$ cat src/rtl/io_pinmux_pkg.sv
// Shared types for the pad multiplexer: sequencer states and the per-pad
// configuration record.
package io_pinmux_pkg;

  localparam int FSEL_MAX_W = 8;

  typedef enum logic [1:0] {
    IDLE,
    DRAIN,
    SWITCH,
    SETTLE
  } pinmux_state_e;

  typedef struct packed {
    logic [FSEL_MAX_W-1:0] fsel;
    logic                  cs;
    logic                  pu;
    logic                  pd;
  } pad_cfg_t;

  localparam pad_cfg_t PAD_CFG_RST = '{fsel: '0, cs: 1'b1, pu: 1'b0, pd: 1'b0};

  // Pull-down wins when both pulls are requested.
  function automatic pad_cfg_t make_cfg(input logic [FSEL_MAX_W-1:0] fsel,
                                        input logic cs, input logic pu, input logic pd);
    make_cfg = '{fsel: fsel, cs: cs, pu: pu & ~pd, pd: pd};
  endfunction

endpackage

$ cat src/rtl/io_sync2.sv
// Two-flop synchroniser for one asynchronous pad input.
module io_sync2 (
  input  logic clk_i,
  input  logic rst_i,
  input  logic d_i,
  output logic q_o
);

  logic r_meta;
  logic r_sync;

  always_ff @(posedge clk_i or posedge rst_i) begin
    if (rst_i) begin
      r_meta <= 1'b0;
      r_sync <= 1'b0;
    end else begin
      r_meta <= d_i;
      r_sync <= r_meta;
    end
  end

  assign q_o = r_sync;

endmodule

$ cat src/rtl/io_pinmux_ctrl.sv
// Pad multiplexer: per-pad function select and pad config, reconfigured with a
// drain / switch / settle sequence so a pad never sees two drivers or glitches.
module io_pinmux_ctrl
  import io_pinmux_pkg::*;
#(
  parameter int NUM_PADS  = 8,
  parameter int NUM_FUNC  = 4,
  parameter int GUARD_CYC = 4
) (
  input  logic                          clk_i,
  input  logic                          rst_i,
  input  logic                          cfg_we_i,
  input  logic [$clog2(NUM_PADS)-1:0]   cfg_idx_i,
  input  logic [$clog2(NUM_FUNC)-1:0]   cfg_fsel_i,
  input  logic                          cfg_cs_i,
  input  logic                          cfg_pu_i,
  input  logic                          cfg_pd_i,
  output logic                          cfg_ready_o,
  output logic                          cfg_done_o,
  output logic                          cfg_err_o,
  input  logic [NUM_FUNC*NUM_PADS-1:0]  func_c2p_i,
  input  logic [NUM_FUNC*NUM_PADS-1:0]  func_oe_i,
  output logic [NUM_FUNC*NUM_PADS-1:0]  func_p2c_o,
  output logic [NUM_PADS-1:0]           pad_c2p_o,
  output logic [NUM_PADS-1:0]           pad_c2p_en_o,
  input  logic [NUM_PADS-1:0]           pad_p2c_i,
  output logic [NUM_PADS-1:0]           pad_cs_o,
  output logic [NUM_PADS-1:0]           pad_pu_o,
  output logic [NUM_PADS-1:0]           pad_pd_o
);

  localparam int IW = $clog2(NUM_PADS);
  localparam int FW = $clog2(NUM_FUNC);
  localparam int CW = $clog2(GUARD_CYC) + 1;
  localparam logic [CW-1:0] CNT_LOAD = CW'(GUARD_CYC - 1);

  pinmux_state_e r_state;
  pinmux_state_e w_state_next;
  logic [CW-1:0] r_cnt;
  logic [IW-1:0] r_pend_idx;
  pad_cfg_t      r_pend_cfg;
  pad_cfg_t      r_cfg [NUM_PADS];
  logic          r_done;
  logic          r_err;

  pad_cfg_t            w_new_cfg;
  pad_cfg_t            w_cur_cfg;
  logic                w_accept;
  logic                w_invalid;
  logic                w_noop;
  logic                w_start;
  logic                w_busy;
  logic                w_switch;
  logic [NUM_PADS-1:0] w_mask;
  logic [NUM_PADS-1:0] w_sync;

  assign w_accept  = cfg_we_i & cfg_ready_o;
  assign w_new_cfg = make_cfg(FSEL_MAX_W'(cfg_fsel_i), cfg_cs_i, cfg_pu_i, cfg_pd_i);
  assign w_invalid = ({1'b0, cfg_fsel_i} >= (FW+1)'(NUM_FUNC)) |
                     ({1'b0, cfg_idx_i}  >= (IW+1)'(NUM_PADS));

  always_comb begin
    w_cur_cfg = PAD_CFG_RST;
    for (int p = 0; p < NUM_PADS; p++) begin
      if (cfg_idx_i == IW'(p)) w_cur_cfg = r_cfg[p];
    end
  end

  assign w_noop  = ~w_invalid & (w_cur_cfg == w_new_cfg);
  assign w_start = w_accept & ~w_invalid & ~w_noop;

  always_ff @(posedge clk_i or posedge rst_i) begin
    if (rst_i) r_state <= IDLE;
    else       r_state <= w_state_next;
  end

  always_comb begin
    w_state_next = r_state;
    case (r_state)
      IDLE:    if (w_start) w_state_next = DRAIN;
      DRAIN:   if (r_cnt == '0) w_state_next = SWITCH;
      SWITCH:  w_state_next = SETTLE;
      SETTLE:  if (r_cnt == '0) w_state_next = IDLE;
      default: w_state_next = IDLE;
    endcase
  end

  always_comb begin
    cfg_ready_o = (r_state == IDLE);
    w_busy      = (r_state != IDLE);
    w_switch    = (r_state == SWITCH);
  end

  // The same counter times both guard phases; it is reloaded on SWITCH.
  always_ff @(posedge clk_i or posedge rst_i) begin
    if (rst_i) begin
      r_cnt      <= '0;
      r_pend_idx <= '0;
      r_pend_cfg <= PAD_CFG_RST;
    end else if (w_start) begin
      r_cnt      <= CNT_LOAD;
      r_pend_idx <= cfg_idx_i;
      r_pend_cfg <= w_new_cfg;
    end else if (w_switch) begin
      r_cnt <= CNT_LOAD;
    end else if (r_cnt != '0) begin
      r_cnt <= r_cnt - CW'(1);
    end
  end

  always_ff @(posedge clk_i or posedge rst_i) begin
    if (rst_i) begin
      for (int p = 0; p < NUM_PADS; p++) r_cfg[p] <= PAD_CFG_RST;
    end else if (w_switch) begin
      for (int p = 0; p < NUM_PADS; p++) begin
        if (r_pend_idx == IW'(p)) r_cfg[p] <= r_pend_cfg;
      end
    end
  end

  always_ff @(posedge clk_i or posedge rst_i) begin
    if (rst_i) begin
      r_done <= 1'b0;
      r_err  <= 1'b0;
    end else begin
      r_done <= (w_accept & w_noop) | ((r_state == SETTLE) & (r_cnt == '0));
      r_err  <= w_accept & w_invalid;
    end
  end

  assign cfg_done_o = r_done;
  assign cfg_err_o  = r_err;

  generate
    for (genvar gi = 0; gi < NUM_PADS; gi++) begin : g_pad
      logic [NUM_FUNC-1:0] w_c2p_col;
      logic [NUM_FUNC-1:0] w_oe_col;

      io_sync2 u_sync (
        .clk_i (clk_i),
        .rst_i (rst_i),
        .d_i   (pad_p2c_i[gi]),
        .q_o   (w_sync[gi])
      );

      assign w_mask[gi] = w_busy & (r_pend_idx == IW'(gi));

      for (genvar gj = 0; gj < NUM_FUNC; gj++) begin : g_func
        logic w_sel;
        assign w_sel = (r_cfg[gi].fsel == FSEL_MAX_W'(gj));
        assign w_c2p_col[gj] = w_sel & func_c2p_i[gj*NUM_PADS+gi];
        assign w_oe_col[gj]  = w_sel & func_oe_i[gj*NUM_PADS+gi];
        assign func_p2c_o[gj*NUM_PADS+gi] = w_sel & ~w_mask[gi] & w_sync[gi];
      end

      assign pad_c2p_o[gi]    = |w_c2p_col;
      assign pad_c2p_en_o[gi] = (|w_oe_col) & ~w_mask[gi];
      assign pad_cs_o[gi]     = r_cfg[gi].cs;
      assign pad_pu_o[gi]     = r_cfg[gi].pu;
      assign pad_pd_o[gi]     = r_cfg[gi].pd;
    end
  endgenerate

endmodule
$ cat config.mk
export PLATFORM = sky130hd
export DESIGN_NAME = io_pinmux_ctrl
export DESIGN_NICKNAME = d
export VERILOG_FILES = /design/src/rtl/io_pinmux_pkg.sv /design/src/rtl/io_sync2.sv /design/src/rtl/io_pinmux_ctrl.sv
export SDC_FILE = /design/constraint.sdc
export NUM_CORES = 1
export LEC_CHECK = 0
export CAP_MARGIN = 20
export CORE_ASPECT_RATIO = 0.7
export CORE_MARGIN = 5
export CORE_UTILIZATION = 48
export CTS_BUF_LIST = sky130_fd_sc_hd__clkbuf_16
export DETAILED_ROUTE_END_ITERATION = 12
export GPL_TIMING_DRIVEN = 0
export PLACE_DENSITY_LB_ADDON = 0.25
export REMOVE_ABC_BUFFERS = 1
export SLEW_MARGIN = 0
export SYNTH_ARGS = -nofsm -noshare
export SYNTH_HDL_FRONTEND = slang
export SYNTH_SLANG_ARGS = --single-unit
$ cat constraint.sdc
create_clock -name clk_i -period 4.8 [get_ports clk_i]
set_input_delay 0.72 -clock clk_i [delete_from_list [all_inputs] [get_ports clk_i]]
set_output_delay 0.72 -clock clk_i [all_outputs]
set_load 0.005 [all_outputs]
## Word-level counts from Yosys, hierarchy flattened

Cells that the tools add are included.

| storage, ports and cells | value |
|---|---|
| flip-flop bits (word level) | 70 |
| output and inout port bits | 75 |

| cells by class | value |
|---|---|
| bitwise gates (word level) | 160 |
| multiplexer cells | 15 |
| add/subtract/negate cells | 1 |
| reductions and logical operators | 40 |
| eq/ne operators | 45 |

Operators by type and width:

| kind | count |
|---|---|
| AND 1 bit | 149 |
| two-way mux 11 bit | 7 |
| zero test 8 bit | 8 |
| OR reduction 4 bit | 16 |
| == test 2 bit, second input constant | 18 |
| == test 3 bit, second input constant | 8 |
| == test 2 x 1 -> 1 bit, second input constant | 9 |
| AND reduction 2 bit | 8 |
| == test 3 x 2 -> 1 bit, second input constant | 4 |
| == test 11 x 5 -> 1 bit | 1 |
| NOT 1 bit | 10 |
| zero test 3 bit | 3 |
| two-way mux 3 bit | 3 |
| case mux 2 bit (4 select lines) | 1 |
| == test 3 x 1 -> 1 bit, second input constant | 2 |
| two-way mux 2 bit | 3 |
| nonzero test 3 bit | 2 |
| two-way mux 5 bit | 1 |
| != test 2 bit, second input constant | 2 |
| AND reduction 3 bit | 1 |
| subtractor 3 x 1 -> 3 bit, second input constant | 1 |
| zero test 2 bit | 1 |
| != test 2 x 1 -> 1 bit, second input constant | 1 |
| nonzero test 2 bit | 1 |
| bitwise OR 1 bit | 1 |

## Logic depth before layout (Yosys ltp)

| logic depth | value |
|---|---|
| depth after elaboration | 14 |
| mapped depth | 10 |
| mapped depth without buffers | 7 |

## Modules after synthesis

A second synthesis with hierarchy kept.

| unflattened totals | value |
|---|---|
| cells, all modules | 367 |
| area, all modules | 4182.8 um^2 |

By module, submodules not included:

| module | times used | cells an instance | area an instance (um^2) | seq. area each (um^2) |
|---|---|---|---|---|
| io_pinmux_ctrl | 1 | 343 | 3752.3 | 1362.6 |
| io_sync2 | 8 | 3 | 53.8 | 50.0 |

## Least setup slack after synthesis

OpenSTA, ideal clock, no wires.

| timing | value |
|---|---|
| kind | input to register |
| start point | input port cfg_idx_i[1] |
| end point | register r_cnt[0] |
| arrival | 2.636 ns |
| path slack | 2.033 ns |
| stages | 9 |
| data required time | 4.669 ns |
| buffers on the path | 3 |
| library setup time | 0.131 ns |
| path through | buf_6 buf_12 mux2i_1 mux4_2 xor2_1 nand3_1 o311a_1 buf_6 or3_1 |

| between the ends | value |
|---|---|
| longest elaborated chain between the ends | 13 |
| elaborated cells on any way between the ends | 21 |

RTL lines:

| element | RTL line | text |
|---|---|---|
| start, declared | io_pinmux_ctrl.sv:13 | `input logic [$clog2(NUM_PADS)-1:0] cfg_idx_i,` |
| zero test 3 bit | io_pinmux_ctrl.sv:65 | `if (cfg_idx_i == IW'(p)) w_cur_cfg = r_cfg[p];` |
| two-way mux 5 bit | io_pinmux_ctrl.sv:65 |  |
| two-way mux 11 bit (6 in a row) | io_pinmux_ctrl.sv:65 |  |
| two-way mux 11 bit (*) | io_pinmux_ctrl.sv:65 |  |
| == test 11 x 5 -> 1 bit (*) | io_pinmux_ctrl.sv:69 | `assign w_noop = ~w_invalid & (w_cur_cfg == w_new_cfg);` |
| NOT 1 bit (*) | io_pinmux_ctrl.sv:70 | `assign w_start = w_accept & ~w_invalid & ~w_noop;` |
| AND 1 bit (*) | io_pinmux_ctrl.sv:70 |  |
| nonzero test 3 bit (no source line) or two-way mux 3 bit (tied branches) | -- |  |
| end signal, assigned | io_pinmux_ctrl.sv:107 | `r_cnt <= r_cnt - CW'(1);` |
| end, declared | io_pinmux_ctrl.sv:39 | `logic [CW-1:0] r_cnt;` |

Mark *: on every way between the ends. The rest lies on a longest branch, timed or not.
A chain may end at the register's enable or synchronous reset.

## Worst setup path after layout

| timing | value |
|---|---|
| start point | input port cfg_idx_i[0] |
| end point | register r_cnt[0] |

The elaborated chain is that of the path after synthesis.

==> run metrics <==
outcome=complete, no violations; sequential fraction of the synthesis area=43.3%; ratio of cells with drive above 1 in the final layout=20.5%; Final Cycle Share=76.4%; flops & latches, synth=70; RSZ-0062 raised after global routing=no; pin count of the biggest net entering global routing=71; Yosys cell types=46; via count=3117; Final setup viols=0; # port buffers=156; Synth top cells by count=dfrtp_1, mux2_2, buf_4; Sinks on Clock Net=70; total CTS buffers=9; Max VDD drop=0.301 mV; Synth area leaders=dfrtp_1, mux2_2, mux4_2; # Max-Cap Violations=0; R2R cell count=6; first-pass GRT wire length=17.3 mm; clock-pin transition on the worst setup and hold timing paths=0.06 ns; drt pass-1 iters=4; Final Cell Area=0.00581 mm^2; Pwr Density=588 mW/mm^2; Reg power frac=34.3%; Cell Rows=28; Max Buffers Root-to-Sink=2; diode count=0; Worst Max-Slew Pin Slew=1.04 ns; Initial Util=48.6%; hold violation count in the final report=0; Setup Skew=0.00892 ns; final worst slack=1.13 ns; grt total ovfl=0; part of the power in combinational logic=43.6%; Cell Int Power=2.30 mW; hold_buf cts=0; YS warnings=0; # IOs=158; Yosys top cell by area=dfrtp_1; relative slew slack=29.8%; Leakage Power=2.38 nW; DRT iter0 DRCs=132; Mapped Cells=339; Die ar.=0.0104 mm^2; dominant synthesized flop cell=dfrtp_1; Clock Power Share=22.1%; area share of the largest cell type after synthesis=37.5%; Tmin final=3.67 ns; critical path class=input pin to flip-flop; post-route ant nets=0; root buf cell=clkbuf_16; dpl cell area=0.00544 mm^2; initial antenna violation count=0; Async S/R FF share, synth=100%; startpoint type of the worst setup path=input pin; PostCTS Resize Cnt=0; Data required, critical path=5.01 ns; final-layout fill cell count=643; CP endpoint kind=flip-flop; total power draw=3.41 mW; drt wl/cell=19.4 um; post-detail-place hpwl=8.26 mm; Post-CTS Setup Bufs=0; htree depth=3; number of flops mapped to enable cells by yosys=0; max-slew violations=0; Worst Setup Slack post-DPL=0.621 ns; fmax=273 MHz; Setup TNS Final=0 ns; die height=87.0 um; Overall Global Routing Usage=21.3%; Min-Delay Path Class=flip-flop to flip-flop; Post-Place Cells=551; Psw=1.11 mW; Arrival @ worst endpoint=3.87 ns; Finished Layout Cells=568; number of nets in the layout=547; routability cong.=0.776; vias in the first global route=3265; Core Region=0.00837 mm^2; clock latency on the worst-skew pair=0.33 ns; DRC viols=0; Finished Core Util=69.4%; routed vias/inst=5.49; Sw Share=32.6%; mapped cell area=0.00407 mm^2; syn_area_per_cell=12.0 um^2; hold path depth=0; dominant cell by count in the synthesized netlist=dfrtp_1; die width=120 um; final hold slack=0.347 ns; CTS tree=done; P&R area growth vs syn=42.8%; worst-path fanout max=14; DRT Wirelength=11.0 mm
==> logic make-up (layout without fill, tap and decap cells) <==
group | count (synthesis) | count (layout) | synth area share (%)
mux | 83 | 83 | 28.2
flops | 70 | 70 | 43.3
buf+inv | 59 | 183 | 8.83
compound gates | 30 | 30 | 5.41
simple gates | 84 | 84 | 11.0
other cells | 1 | 1 | 0.0922
fa+ha+maj | 6 | 6 | 1.85
xor+xnor | 6 | 6 | 1.29
==> placed cells by master (no fill, tap or decap), types with 4 or more instances in the layout <==
master	n
mux2i_1	14
dfrtp_1	61
nand2_1	18
nor3b_1	10
dfstp_2	9
clkbuf_16	9
nor3_1	10
nand2b_1	4
nand3_1	4
mux4_2	19
nor2_1	16
ha_1	6
nor2b_1	5
a21boi_0	9
mux2_2	48
xor2_1	4
clkdlybuf4s50_1	156
o21ai_0	7
inv_1	10
and3_1	6
==> metal layers <==
metal | up-vias | track usage (%) | share of wire [%]
met5 | - | 0 | 0
met4 | 0 | 5.51 | 1.2
met3 | 13 | 7.73 | 9.0
met2 | 113 | 35.5 | 49
met1 | 1551 | 26.5 | 41
li1 | 1440 | - | -
==> critical path, stage by stage <==
cell and delay (ns):
clkdlybuf4s50_1 0.88, mux4_1 0.63, mux2i_1 0.18, xor2_1 0.22, nand3_1 0.22, o311a_1 0.60, or3_1 0.41
==> area by class of cell <==
class	count	area (um^2)	share of cell area, %
well taps	105	131	2.26
repair buffers	157	1590	27.4
flip-flops and latches	70	1760	30.4
clock inverters	7	114	1.96
inverters	10	40.0	0.689
clock buffers	9	225	3.88
multi-input cells	210	1950	33.5
==> state kept, by name, summed over array words and instances (netlist names) <==
signal / cells
r_state: 2
pad_pd_o: 8
g_pad.u_sync.r_meta: 8
pad_pu_o: 8
g_pad.u_sync.q_o: 8
pad_cs_o: 8
r_cfg: 16
cfg_done_o: 1
r_cnt: 3
r_pend_cfg: 5
r_pend_idx: 3
==> final timing paths <==
check                           slack (ns)                        startpoint                             to
worst max-delay path                  1.13                      cfg_idx_i[0]           r_cnt[0]$_DFFE_PP0P_
worst min-delay path                  0.35  g_pad[7].u_sync.r_meta$_DFF_PP0_  g_pad[7].u_sync.q_o$_DFF_PP0_
worst max register to register        2.14           pad_pu_o[0]$_DFFE_PP0P_           r_cnt[0]$_DFFE_PP0P_
worst min register to register        0.35  g_pad[7].u_sync.r_meta$_DFF_PP0_  g_pad[7].u_sync.q_o$_DFF_PP0_
max in group asynchronous             3.32                             rst_i          r_cfg[36]$_DFFE_PP0P_
min in group asynchronous             0.92                             rst_i        pad_pu_o[5]$_DFFE_PP0P_
==> power by group through the flow <==
stage          clock [mW]  combinational (mW)  sequential [mW]
2_1_floorplan           0               0.762             1.08
3_3_place_gp            0                1.46             1.16
3_5_place_dp            0                1.49             1.17
4_1_cts             0.760                1.50             1.17
5_1_grt             0.786                1.62             1.22
6_report            0.753                1.49             1.17
No activity file was read; power rests on OpenSTA's default activity.
